--- config.mk ---
export PLATFORM = sky130hd
export DESIGN_NAME = spectro_capture_engine
export DESIGN_NICKNAME = d
export VERILOG_FILES = /design/src/rtl/spectro_capture_engine.sv
export SDC_FILE = /design/constraint.sdc
export NUM_CORES = 1
export LEC_CHECK = 0
export CAP_MARGIN = 20
export CORE_UTILIZATION = 62
export CTS_CLUSTER_DIAMETER = 80
export DETAILED_ROUTE_END_ITERATION = 10
export GPL_ROUTABILITY_DRIVEN = 0
export MAX_ROUTING_LAYER = met4
export PLACE_DENSITY = 0.79
export SLEW_MARGIN = 20
export SYNTH_ARGS = -nofsm -noshare
export SYNTH_HDL_FRONTEND = slang
export SYNTH_SLANG_ARGS = --single-unit
export TNS_END_PERCENT = 1
--- constraint.sdc ---
create_clock -name input_acquisition_clk -period 6.1 [get_ports input_acquisition_clk]
set_input_delay 1.525 -clock input_acquisition_clk [delete_from_list [all_inputs] [get_ports input_acquisition_clk]]
set_output_delay 1.525 -clock input_acquisition_clk [all_outputs]
set_load 0.1 [all_outputs]
--- src/rtl/spectro_capture_engine.sv ---
// Spectrogram capture engine: per-channel/band edge counters over RTC slots, threshold-triggered
// frame capture and multi-lane serial readout. Define SPECTRO_PRETRIG_EN to keep one pre-trigger slot.
module spectro_capture_engine #(
  parameter int N_CH      = 2,
  parameter int CH_BITS   = 7,
  parameter int CNT_W     = 4,
  parameter int N_SLOTS   = 8,
  parameter int SER_LANES = 2,
  parameter int THRESH    = 3
) (
  input  logic                    input_acquisition_clk,
  input  logic                    reset,
  input  logic                    rtc_clk_in,
  input  logic                    readout_clk_in,
  input  logic [N_CH*CH_BITS-1:0] ch,
  output logic [SER_LANES-1:0]    serial_out,
  output logic                    sl_time,
  output logic                    sl_ch,
  output logic                    signal_detected,
  output logic                    memorization_completed,
  output logic                    serial_readout,
  output logic                    sending_data
);

  localparam int N_BINS = N_CH * CH_BITS;
  localparam int SPB    = CNT_W / SER_LANES;
  localparam int SYNC_W = N_BINS + 2;
  localparam int SLOT_W = (N_SLOTS > 1) ? $clog2(N_SLOTS) : 1;
  localparam int CHI_W  = (N_CH > 1) ? $clog2(N_CH) : 1;
  localparam int BAND_W = (CH_BITS > 1) ? $clog2(CH_BITS) : 1;
  localparam int BIN_W  = (N_BINS > 1) ? $clog2(N_BINS) : 1;
  localparam int SUB_W  = (SPB > 1) ? $clog2(SPB) : 1;
`ifdef SPECTRO_PRETRIG_EN
  localparam int FIRST_IDX = 2;
`else
  localparam int FIRST_IDX = 1;
`endif

  typedef enum logic [1:0] {
    S_IDLE,
    S_CAPTURE,
    S_DONE,
    S_SEND
  } state_t;

  state_t state, state_next;

  logic [SYNC_W-1:0] sync1, sync2, sync_prev, rise;
  logic [N_BINS-1:0] band_edge;
  logic              slot_tick, rd_tick;

  logic [CNT_W-1:0]  cnt [N_BINS];
  logic [CNT_W-1:0]  mem [N_SLOTS][N_BINS];
  logic              hit;

  logic [SLOT_W-1:0] idx;
  logic [SLOT_W-1:0] rd_slot;
  logic [CHI_W-1:0]  rd_ch;
  logic [BAND_W-1:0] rd_band;
  logic [SUB_W-1:0]  rd_sub;
  logic [BIN_W-1:0]  rd_bin;
  logic [CNT_W-1:0]  cur_word, shifted;

  logic det_store, cap_store, start_send, step_sym, last_slot, last_sym;

  // Pins are asynchronous to the acquisition clock: two flops, then a previous-value stage for edges.
  always_ff @(posedge input_acquisition_clk) begin
    if (reset) begin
      sync1     <= '0;
      sync2     <= '0;
      sync_prev <= '0;
    end else begin
      sync1     <= {readout_clk_in, rtc_clk_in, ch};
      sync2     <= sync1;
      sync_prev <= sync2;
    end
  end

  assign rise      = sync2 & ~sync_prev;
  assign band_edge = rise[N_BINS-1:0];
  assign slot_tick = rise[N_BINS];
  assign rd_tick   = rise[N_BINS+1];

  // An edge coinciding with the slot boundary belongs to the new slot.
  always_ff @(posedge input_acquisition_clk) begin
    if (reset) begin
      for (int unsigned b = 0; b < N_BINS; b++) cnt[b] <= '0;
    end else begin
      for (int unsigned b = 0; b < N_BINS; b++) begin
        if (slot_tick)
          cnt[b] <= CNT_W'(band_edge[b]);
        else if (band_edge[b] && (cnt[b] != '1))
          cnt[b] <= cnt[b] + 1'b1;
      end
    end
  end

  always_comb begin
    hit = 1'b0;
    for (int unsigned b = 0; b < N_BINS; b++) begin
      if (cnt[b] >= CNT_W'(THRESH)) hit = 1'b1;
    end
  end

`ifdef SPECTRO_PRETRIG_EN
  logic [CNT_W-1:0] shadow [N_BINS];

  always_ff @(posedge input_acquisition_clk) begin
    if (reset) begin
      for (int unsigned b = 0; b < N_BINS; b++) shadow[b] <= '0;
    end else if (slot_tick) begin
      for (int unsigned b = 0; b < N_BINS; b++) shadow[b] <= cnt[b];
    end
  end
`endif

  assign last_slot = (idx == SLOT_W'(N_SLOTS - 1));
  assign last_sym  = (rd_slot == SLOT_W'(N_SLOTS - 1)) && (rd_ch == CHI_W'(N_CH - 1)) &&
                     (rd_band == BAND_W'(CH_BITS - 1)) && (rd_sub == SUB_W'(SPB - 1));

  always_ff @(posedge input_acquisition_clk) begin
    if (reset) state <= S_IDLE;
    else       state <= state_next;
  end

  always_comb begin
    state_next = state;
    det_store  = 1'b0;
    cap_store  = 1'b0;
    start_send = 1'b0;
    step_sym   = 1'b0;
    case (state)
      S_IDLE: begin
        if (slot_tick && hit) begin
          det_store  = 1'b1;
          state_next = (FIRST_IDX >= N_SLOTS) ? S_DONE : S_CAPTURE;
        end
      end
      S_CAPTURE: begin
        if (slot_tick) begin
          cap_store = 1'b1;
          if (last_slot) state_next = S_DONE;
        end
      end
      S_DONE: begin
        if (rd_tick) begin
          start_send = 1'b1;
          state_next = S_SEND;
        end
      end
      S_SEND: begin
        if (rd_tick) begin
          step_sym = 1'b1;
          if (last_sym) state_next = S_IDLE;
        end
      end
      default: state_next = S_IDLE;
    endcase
  end

  always_ff @(posedge input_acquisition_clk) begin
    if (reset) begin
      idx <= '0;
    end else if (state_next == S_IDLE) begin
      idx <= '0;
    end else if (det_store) begin
      idx <= SLOT_W'(FIRST_IDX);
    end else if (cap_store) begin
      idx <= idx + 1'b1;
    end
  end

  // Frame memory carries no reset; its contents are only observable in SEND.
  always_ff @(posedge input_acquisition_clk) begin
    if (det_store) begin
`ifdef SPECTRO_PRETRIG_EN
      for (int unsigned b = 0; b < N_BINS; b++) begin
        mem[0][b] <= shadow[b];
        mem[1][b] <= cnt[b];
      end
`else
      for (int unsigned b = 0; b < N_BINS; b++) mem[0][b] <= cnt[b];
`endif
    end else if (cap_store) begin
      for (int unsigned b = 0; b < N_BINS; b++) mem[idx][b] <= cnt[b];
    end
  end

  // Readout position as nested slot/channel/band/sub-symbol counters, innermost first.
  always_ff @(posedge input_acquisition_clk) begin
    if (reset || start_send) begin
      rd_slot <= '0;
      rd_ch   <= '0;
      rd_band <= '0;
      rd_sub  <= '0;
    end else if (step_sym) begin
      if (rd_sub != SUB_W'(SPB - 1)) begin
        rd_sub <= rd_sub + 1'b1;
      end else begin
        rd_sub <= '0;
        if (rd_band != BAND_W'(CH_BITS - 1)) begin
          rd_band <= rd_band + 1'b1;
        end else begin
          rd_band <= '0;
          if (rd_ch != CHI_W'(N_CH - 1)) begin
            rd_ch <= rd_ch + 1'b1;
          end else begin
            rd_ch   <= '0;
            rd_slot <= (rd_slot == SLOT_W'(N_SLOTS - 1)) ? '0 : rd_slot + 1'b1;
          end
        end
      end
    end
  end

  assign rd_bin = BIN_W'(rd_ch) * BIN_W'(CH_BITS) + BIN_W'(rd_band);

  always_comb begin
    serial_out = '0;
    sl_time    = 1'b0;
    sl_ch      = 1'b0;
    cur_word   = mem[rd_slot][rd_bin];
    shifted    = cur_word << (int'(rd_sub) * SER_LANES);
    if (state == S_SEND) begin
      serial_out = shifted[CNT_W-1 -: SER_LANES];
      sl_ch      = (rd_band == '0) && (rd_sub == '0);
      sl_time    = (rd_band == '0) && (rd_sub == '0) && (rd_ch == '0);
    end
  end

  assign signal_detected        = (state != S_IDLE);
  assign memorization_completed = (state == S_DONE) || (state == S_SEND);
  assign serial_readout         = (state == S_DONE) || (state == S_SEND);
  assign sending_data           = (state == S_SEND);

endmodule

==> flow_summary.ini, run 1 <==
[setup_path]
cp_data_arrival_time_ns = 4.13
critPathCaptureType = output pin
path_common_cell = inv_1
crit_buf_inv = 3
critPathLaunchType = register
critPathKind = reg -> out
crit_path_top_delay_cell = fa_1
cp_top_family = adder cells
worstPathMaxFanout = 24
crit_required_ns = 4.58
crit_chain = ha_2 -> inv_1 -> fa_1 -> inv_1 -> a2111oi_2 -> nand3_1 -> o22ai_1 -> a221o_1 -> a21oi_1 -> buf_4
critPathMaxStageDelay_ns = 1.02

[timing]
period_share_pct = 92.7
worst_slew_pin_slew_ns = 1.28
slew_viol_final = 0
setup_viol = 0
fin_hold_ws_ns = 0.436
min_period_ns = 5.66
fin_worst_skew_ns = 0.0297
rsz0062_at_grt = no
relSlewSlack_pct = 14.9
timing.setup.tns_ns = 0
layout_setup_ws_ns = 0.443
hold_violations = 0
max_freq_mhz = 177

[clock_network]
cts_resized = 0
cts_sinks = 568
path_clk_slew_ns = 0.06
cts_tree = built
cts_htree_levels = 2
root_buffer = clkbuf_16
hold_buffers = 0
clockBufferDepth = 3
cts_made_buffers = 53
postCtsSetupBuffers = 0
clk_latency_ns = 0.60

[finish]
register_area_mm2 = 0.0164
stdcell_area_mm2 = 0.0250
drive_gt1_share_pct = 18.6
fin_cells = 1798
n_fill_cell = 2171
final_cell_mix = edfxtp_1 (504), mux4_2 (108), nor2_1 (82), dfxtp_1 (61), clkbuf_16 (55)
layout_commonest_cell = edfxtp_1
final_util_pct = 70.2
multi_input_area_mm2 = 0.00565
syn2layout_area_growth_pct = 11.2
nets = 1332
antenna_cells = 0

[global_route]
grt_use_total_pct = 28.3
overflow = 0
antenna_found_initial = 0
grt_pass1_vias = 11724
grt_max_degree = 60
grt_pass1_wl_um = 72800

[pwr]
powerDensity_mw_per_mm2 = 314
peakVddDrop_mv = 0.274
p_leak_nw = 7.97
finalPower_mw = 7.83

[run_status]
status = completed

[yosys]
ys.flop_type = edfxtp_1
yosysSeqAreaShare_pct = 73.1
synth_top_family_by_area = multiplexers
syn_area_per_cell_um2 = 18.0
synth-edff-count = 504
synth_cell_type_count = 60
synth_cells = 1245
synthAdderAreaFrac_pct = 1.26
ys_seq_elements = 568
synth_compound_area_share_pct = 3.72
synth_nets = 1285
synth_xor_area_share_pct = 1.25
synthSimpleGateAreaFrac_pct = 6.77
synthMuxAreaShare_pct = 11.9
syn-cell-area_mm2 = 0.0224
yosys_warnings = 0
async_reset_ff_share_pct = 0

[placed_design]
hpwlAfterDp_um = 28500
dpl.cell_count = 1697
portBuffers = 25
dp_slack_ns = 1.10
dpl_cell_area_mm2 = 0.0232

[floorplanning]
initial_core_util_pct = 63.1
core_mm2 = 0.0356
dieArea_mm2 = 0.0370
rows = 69
die_h_um = 192
io_pins = 26
die_w_um = 192

[hold_path]
hp-class = reg -> reg

[drt]
drt.antenna.violating_nets = 0
vias = 11857
wire_per_inst_um = 26.9
wirelength_um = 48400
routed_via_density = 6.59
drt_drc_violations_left = 0
drt_iter0_markers = 1344
firstDrtPassIters = 5

[job]
cap_violations = 0
-- cells in the mapped netlist (6+ instances only) --
master     instances  area, um^2
nor3_1             9        45.0
a22oi_1           14         105
nand3_1           43         215
and2_1             7        43.8
nor4_1            11        68.8
mux2i_1           12         120
buf_4              8        60.1
o211ai_1           8        60.1
a21oi_1           18        90.1
xnor2_1           16         140
inv_1             30         113
mux4_2           108        2430
xor2_1            16         140
nand4b_1          10        87.6
nor3b_1            7        52.6
ha_1              21         263
nand2_1           49         184
a2111oi_0          6        52.6
o32ai_1            9        78.8
o21ai_0           11        55.1
or2_2              8        50.1
clkbuf_1          19        71.3
nor2_1            89         334
nand2b_1          13        81.3
buf_2             15        75.1
nor2b_1           45         282
dfxtp_1           64        1280
edfxtp_1         504       15100
buf_6              8        90.1
-- power breakdown --
group          internal, mW  total [mW]  switching, mW
logic                0.0610       0.152         0.0915
clock network          1.91        3.30           1.39
registers              4.29        4.38         0.0848
-- logic make-up after synthesis --
logic type | count (synthesis)
buffers and inverters | 85
and+or+nand+nor | 301
adders and majority gates | 22
AOI/OAI and AO/OA | 110
DFF | 568
muxes | 127
xor gates and xnor gates | 32
-- flip-flops by register name, summed over array words and instances (netlist names), named ones only --
signal	cells
sync2	16
rd_sub	1
rd_band	3
cnt	56
rd_slot	3
state	2
rd_ch	1
sync1	16
sync_prev	16
mem	448
idx	3
-- final timing paths --
| path | slack (ns) | start | end | cells past startpoint |
|---|---|---|---|---|
| worst max register to register | 2.90 | cnt[1][20] | mem[0][48] | 7 |
| worst min register to register | 0.44 | sync1[1] | sync2[1] | 1 |
| worst min-delay path | 0.44 | sync1[1] | sync2[1] | 1 |
| worst max-delay path | 0.44 | rd_ch | serial_out[0] | 10 |
-- layout make-up --
type	count	area share (%)
timing repair buffer	47	1.82
clock inverter	28	1.13
sequential	568	65.8
inverter	30	0.451
clock buffer	72	5.89
multi-input combinational	592	22.6
tap	461	2.31
-- worst register-to-register path, delay by kind of cell (launching register included) --
kind / cells / cell delay (ns)
flops: 1 / 0.56
fa+ha+maj: 1 / 0.42
compound gates: 1 / 0.10
simple gates: 4 / 1.46
buf+inv: 1 / 0.32
-- routing by layer --
metal	global-route usage (%)	routed length (um)	vias up
met5	-	0	-
met2	44.4	23700	632
met3	4.36	4200	101
met1	38.5	19100	6076
met4	9.60	1350	0
li1	-	-	5048
(Power assumes the default switching activity.)
==> run 2: changes to the inputs <==
--- a/config.mk
+++ b/config.mk
@@ -5,13 +5,15 @@
 export SDC_FILE = /design/constraint.sdc
 export NUM_CORES = 1
 export LEC_CHECK = 0
+export ABC_AREA = 1
 export CAP_MARGIN = 20
-export CORE_UTILIZATION = 62
+export CORE_UTILIZATION = 63
 export CTS_CLUSTER_DIAMETER = 80
 export DETAILED_ROUTE_END_ITERATION = 10
 export GPL_ROUTABILITY_DRIVEN = 0
 export MAX_ROUTING_LAYER = met4
-export PLACE_DENSITY = 0.79
+export PLACE_DENSITY = 0.8
+export SKIP_CTS_REPAIR_TIMING = 1
 export SLEW_MARGIN = 20
 export SYNTH_ARGS = -nofsm -noshare
 export SYNTH_HDL_FRONTEND = slang
==> constraint.sdc (replaced) <==
create_clock -name input_acquisition_clk -period 6.49 [get_ports input_acquisition_clk]
set_input_delay 1.6225 -clock input_acquisition_clk [delete_from_list [all_inputs] [get_ports input_acquisition_clk]]
set_output_delay 1.6225 -clock input_acquisition_clk [all_outputs]
set_load 0.1 [all_outputs]
==> run 2 against run 1 <==
Cell area up 3.0%. Clock skew down 0.0079 ns. Clock power down 2%. Register-to-register slack worse by 0.02 ns. Global-route usage up 2.4 points. Critical path type unchanged.
==> flow_summary.ini, run 2 <==
[timing]
layout_setup_ws_ns = 0.631
hold_violations = 0
min_period_ns = 5.86
setup_viol = 0
rsz0062_at_grt = no
period_share_pct = 90.3
timing.setup.tns_ns = 0
relSlewSlack_pct = 18.8
fin_worst_skew_ns = 0.0218
worst_slew_pin_slew_ns = 1.22
max_freq_mhz = 171
slew_viol_final = 0

[floorplanning]
core_mm2 = 0.0366
die_h_um = 195
die_w_um = 195
initial_core_util_pct = 63.9
rows = 70
io_pins = 26
dieArea_mm2 = 0.0379

[drt]
drt_iter0_markers = 1972
firstDrtPassIters = 6
drt.antenna.violating_nets = 0
wire_per_inst_um = 21.2
drt_drc_violations_left = 0
routed_via_density = 6.07
vias = 15892
wirelength_um = 55500

[finish]
final_cell_mix = nand2_1 (609), edfxtp_1 (504), nand3_1 (359), nor2_1 (180), inv_1 (129)
largest-register = mem
largest_reg_flops = 448
final_util_pct = 70.2
n_fill_cell = 2411
layout_commonest_cell = nand2_1
drive_gt1_share_pct = 6.00
syn2layout_area_growth_pct = 9.86
nets = 2146
antenna_cells = 0
reg.largest.list = mem (448), cnt (56)

[global_route]
overflow = 0
use_met1_pct = 40.2
grt_pass1_vias = 15480
antenna_found_initial = 0
grt_max_degree = 235
met3_usage_pct = 4.49
grt_use_total_pct = 30.7
globalRouteMet2Util_pct = 48.5
grt-busiest-layer = met2
grt_pass1_wl_um = 85900

[clock_network]
cts_tree = built
cts_made_buffers = 54
path_clk_slew_ns = 0.06
clk_latency_ns = 0.59
cts_htree_levels = 2
cts_sinks = 568
clockBufferDepth = 3
root_buffer = clkbuf_16

[setup_path]
critPathCaptureType = output pin
crit_required_ns = 4.87
rrSetupSlack_ns = 2.88
critPathLaunchType = register
worstPathMaxFanout = 10
critPathKind = reg -> out
cp_data_arrival_time_ns = 4.24

[yosys]
syn_area_per_cell_um2 = 11.1
synth.top_cells.by_area = edfxtp_1 (65%), nand2_1 (9.8%), nand3_1 (7.7%)
synth.top_cells.by_count = nand2_1 (609), edfxtp_1 (504), nand3_1 (359)
synth.most_common_cell = nand2_1
async_reset_ff_share_pct = 0
synth_cells = 2106
synth_cell_type_count = 35
yosys_warnings = 0
synth-edff-count = 504
syn-cell-area_mm2 = 0.0234
synth_nets = 2146
ys.flop_type = edfxtp_1
yosysSeqAreaShare_pct = 70.1
yosys.area.top_type = edfxtp_1
synth_top_area_share_pct = 64.7
ys_seq_elements = 568

[pwr]
p_leak_nw = 9.72
peakVddDrop_mv = 0.251
powerDensity_mw_per_mm2 = 293

[job]
cap_violations = 0

[placed_design]
dp_slack_ns = 1.45
hpwlAfterDp_um = 29900
portBuffers = 25

[hold_path]
hp-class = reg -> reg

[run_status]
status = completed
## run 2: changes by cell type in the layout (fill, tap and decap cells not counted), moves of 12 or more
cell,delta
a22oi_1,-14
o21ai_0,+18
inv_1,+99
nor2b_1,-45
nand2b_1,-13
mux2i_1,-12
nor2_1,+98
mux4_2,-108
nand2_1,+560
nand3_1,+316
xnor2_1,-15
## run 2: final cells by class
type	instances	area (um^2)	area share, %
Sequential cell	568	16400	63.9
Multi-Input combinational cell	1301	5940	23.1
Clock buffer	70	1460	5.69
Tap cell	468	586	2.28
Inverter	136	523	2.03
Timing Repair Buffer	45	415	1.62
Clock inverter	29	368	1.43
## run 2: logic make-up after synthesis
kind of cell / synth area share [%]
xor gates and xnor gates: 0.599
DFF: 70.1
buffers and inverters: 4.75
and+or+nand+nor: 21.2
AOI/OAI and AO/OA: 2.12
adders and majority gates: 1.21
## run 2: per-layer routing
metal / wire, um / vias up
li1: - / 7213
met1: 21000 / 7495
met2: 26600 / 983
met3: 5840 / 201
met4: 2170 / 0
met5: 0 / -
## run 2: critical path, cell delays in order (launching register included)
cell      delay [ns]
dfxtp_1         0.51
ha_1            0.20
inv_1           0.06
fa_1            0.80
clkinv_1        0.39
nor2_1          0.52
nand2_1         0.13
nand2_1         0.08
nor2_1          0.04
nand2_1         0.06
nand3_1         0.07
a21oi_1         0.41
buf_4           0.38
## run 2: worst paths after layout
path | endpoint | startpoint | cells past startpoint
worst max-delay path | serial_out[1] | rd_ch | 12
worst min-delay path | sync2[14] | sync1[14] | 2
worst max register to register | mem[0][41] | cnt[0][29] | 8
worst min register to register | sync2[14] | sync1[14] | 2
## run 2: report_power, final
part / internal, mW / leakage (nW) / switching, mW
Sequential: 4.04 / 5.20 / 0.0747
Clock: 1.94 / 0.908 / 1.31
Combinational: 0.0503 / 3.61 / 0.108
Total: 6.03 / 9.72 / 1.49
## run 2: stage by stage
stage	power, mW	hold slack [ns]	cells	area [um^2]
after detailed placement	4.34	0.398	2518	23900
after floorplan	4.26	0.388	2106	23400
after global placement	4.33	0.396	2518	23900
final	7.52	0.404	2617	25700
after CTS	7.52	0.409	2617	25700
after global routing	7.69	0.431	2617	25700
==> run 3: changes to the inputs <==
--- a/config.mk
+++ b/config.mk
@@ -7,12 +7,11 @@
 export LEC_CHECK = 0
 export ABC_AREA = 1
 export CAP_MARGIN = 20
-export CORE_UTILIZATION = 63
+export CORE_UTILIZATION = 35
 export CTS_CLUSTER_DIAMETER = 80
 export DETAILED_ROUTE_END_ITERATION = 10
 export GPL_ROUTABILITY_DRIVEN = 0
 export MAX_ROUTING_LAYER = met4
-export PLACE_DENSITY = 0.8
 export SKIP_CTS_REPAIR_TIMING = 1
 export SLEW_MARGIN = 20
 export SYNTH_ARGS = -nofsm -noshare
==> run 3 against run 2 <==
Hold slack worse by 0.0038 ns. Global-route usage down 13 points. Die area up 79%. Fmax down 4.9%. Critical endpoint is now serial_out[0]. Cell count up 15%. First-iteration DRC count down 28%. Flip-flop and latch count unchanged. Core utilization down 30 points. Combinational power about the same. Clock-buffer cell count up 12.
==> flow_summary.ini, run 3 (synthesis gave the netlist of run 2 again) <==
[floorplanning]
initial_core_util_pct = 35.5
rows = 94
io_pins = 26
die_w_um = 261
core_mm2 = 0.0660
dieArea_mm2 = 0.0679
die_h_um = 261

[setup_path]
crit_path_top_delay_cell = fa_1
crit_chain = ha_1 -> inv_1 -> fa_1 -> clkinv_1 -> nor2_1 -> nand2_1 -> nand2_1 -> nor2_1 -> nand2_1 -> nand3_1 -> a21oi_1 -> buf_4
critPathLaunchType = register
worstPathMaxFanout = 10
rrSetupSlack_ns = 2.93
critPathCaptureType = output pin
crit_buf_inv = 3
path_common_cell = nand2_1
critPathKind = reg -> out
cp_top_family = adder cells
critPathMaxStageDelay_ns = 0.95
crit_required_ns = 4.87
cp_data_arrival_time_ns = 4.54

[pwr]
pwr-share-clk_pct = 42.8
p_int_mw = 5.92
comb_power_share_pct = 2.1
pwr-share-seq_pct = 55.1
swShare_pct = 20.6
powerDensity_mw_per_mm2 = 284
p_sw_mw = 1.54
p_leak_nw = 9.76
peakVddDrop_mv = 0.190

[placed_design]
dpl.cell_count = 2919
portBuffers = 25
hpwlAfterDp_um = 32000

[drt]
wire_per_inst_um = 19.2
drt_drc_violations_left = 0
firstDrtPassIters = 6
routed_via_density = 5.08
drt_iter0_markers = 1419
drt.antenna.violating_nets = 0
wirelength_um = 58100
vias = 15358

[timing]
relSlewSlack_pct = 28.3
slew_viol_final = 0
max_freq_mhz = 162
rsz0062_at_grt = no
timing.setup.tns_ns = 0
hold_violations = 0
fin_worst_skew_ns = 0.0223
min_period_ns = 6.16
worst_slew_pin_slew_ns = 1.07
period_share_pct = 95.0
setup_viol = 0

[global_route]
overflow = 0
grt_use_total_pct = 17.9
grt_max_degree = 141
grt_pass1_vias = 14831
antenna_found_initial = 0
grt_pass1_wl_um = 89400

[finish]
syn2layout_area_growth_pct = 12.2
nets = 2154
largest_reg_flops = 448
layout_commonest_cell = nand2_1
antenna_cells = 0
final_cell_mix = nand2_1 (609), edfxtp_1 (504), nand3_1 (359), nor2_1 (180), inv_1 (129)
drive_gt1_share_pct = 6.49
fin_cells = 3022
reg.largest.list = mem (448), cnt (56)
largest-register = mem
n_fill_cell = 6201

[clock_network]
cts_made_buffers = 57
root_buffer = clkbuf_16
cts_sinks = 568
clockBufferDepth = 3
clk_latency_ns = 0.62
path_clk_slew_ns = 0.06
cts_tree = built
cts_htree_levels = 2

[hold_path]
hp-class = reg -> reg

[job]
cap_violations = 0

[run_status]
status = completed
[run 3: changes by cell type in the layout (fill, tap and decap cells not counted), sizes merged]
cell	previous run	this run
buf	23	28
inv	135	138
bufinv	9	1
clkbuf	70	82
clkinv	21	17
clkinvlp	0	1
[run 3: cell type report]
class                           instances  area (um^2)  share of cell area (%)
Multi-Input combinational cell       1301         5940                    22.6
Clock buffer                           82         1680                    6.41
Timing Repair Buffer                   50          478                    1.82
Inverter                              136          522                    1.99
Sequential cell                       568        16400                    62.5
Clock inverter                         21          144                   0.548
Tap cell                              864         1080                    4.12
[run 3: worst paths after layout]
path / startpoint / end / depth (start not counted)
hold / removal: sync1[15] / sync2[15] / 2
setup reg to reg: sync2[14] / mem[5][53] / 9
setup / recovery: rd_ch / serial_out[0] / 12
hold reg to reg: sync1[15] / sync2[15] / 2
[run 3: routing by layer]
layer	part of all wire, %	track usage [%]	wire (um)
met3	7.1	2.85	4110
met4	2.5	5.25	1440
met2	46	28.1	27000
met5	0	-	0
met1	44	23.8	25600
[run 3: power by group through the flow]
stage,clock network (mW),logic (mW),registers [mW]
global placement,0,0.156,4.18
floorplan,0,0.0968,4.16
CTS,3.24,0.160,4.11
global route,3.38,0.176,4.12
finish,3.19,0.160,4.11
detailed placement,0,0.159,4.19
[run 3: worst register-to-register path, stage by stage, from the launching register on]
cell and delay [ns]:
dfxtp_1 0.31, inv_1 0.05, nor2_1 0.42, inv_1 0.11, nor2_1 0.16, clkinv_1 0.25
nor2_1 0.28, nand2_1 0.18, nor2_4 0.67, buf_4 0.72
[run 3: stage by stage]
stage | hold WS (ns) | util [%] | setup WS, ns | power (mW) | instance area [um^2]
2_1_floorplan | 0.388 | - | 1.29 | 4.26 | 23400
3_5_place_dp | 0.392 | 37.0 | 1.06 | 4.35 | 24400
4_1_cts | 0.400 | 39.8 | 0.390 | 7.51 | 26300
6_report | 0.400 | 39.8 | 0.326 | 7.46 | 26300
3_3_place_gp | 0.396 | 37.0 | 1.04 | 4.34 | 24400
5_1_grt | 0.417 | 39.8 | 0.169 | 7.68 | 26300
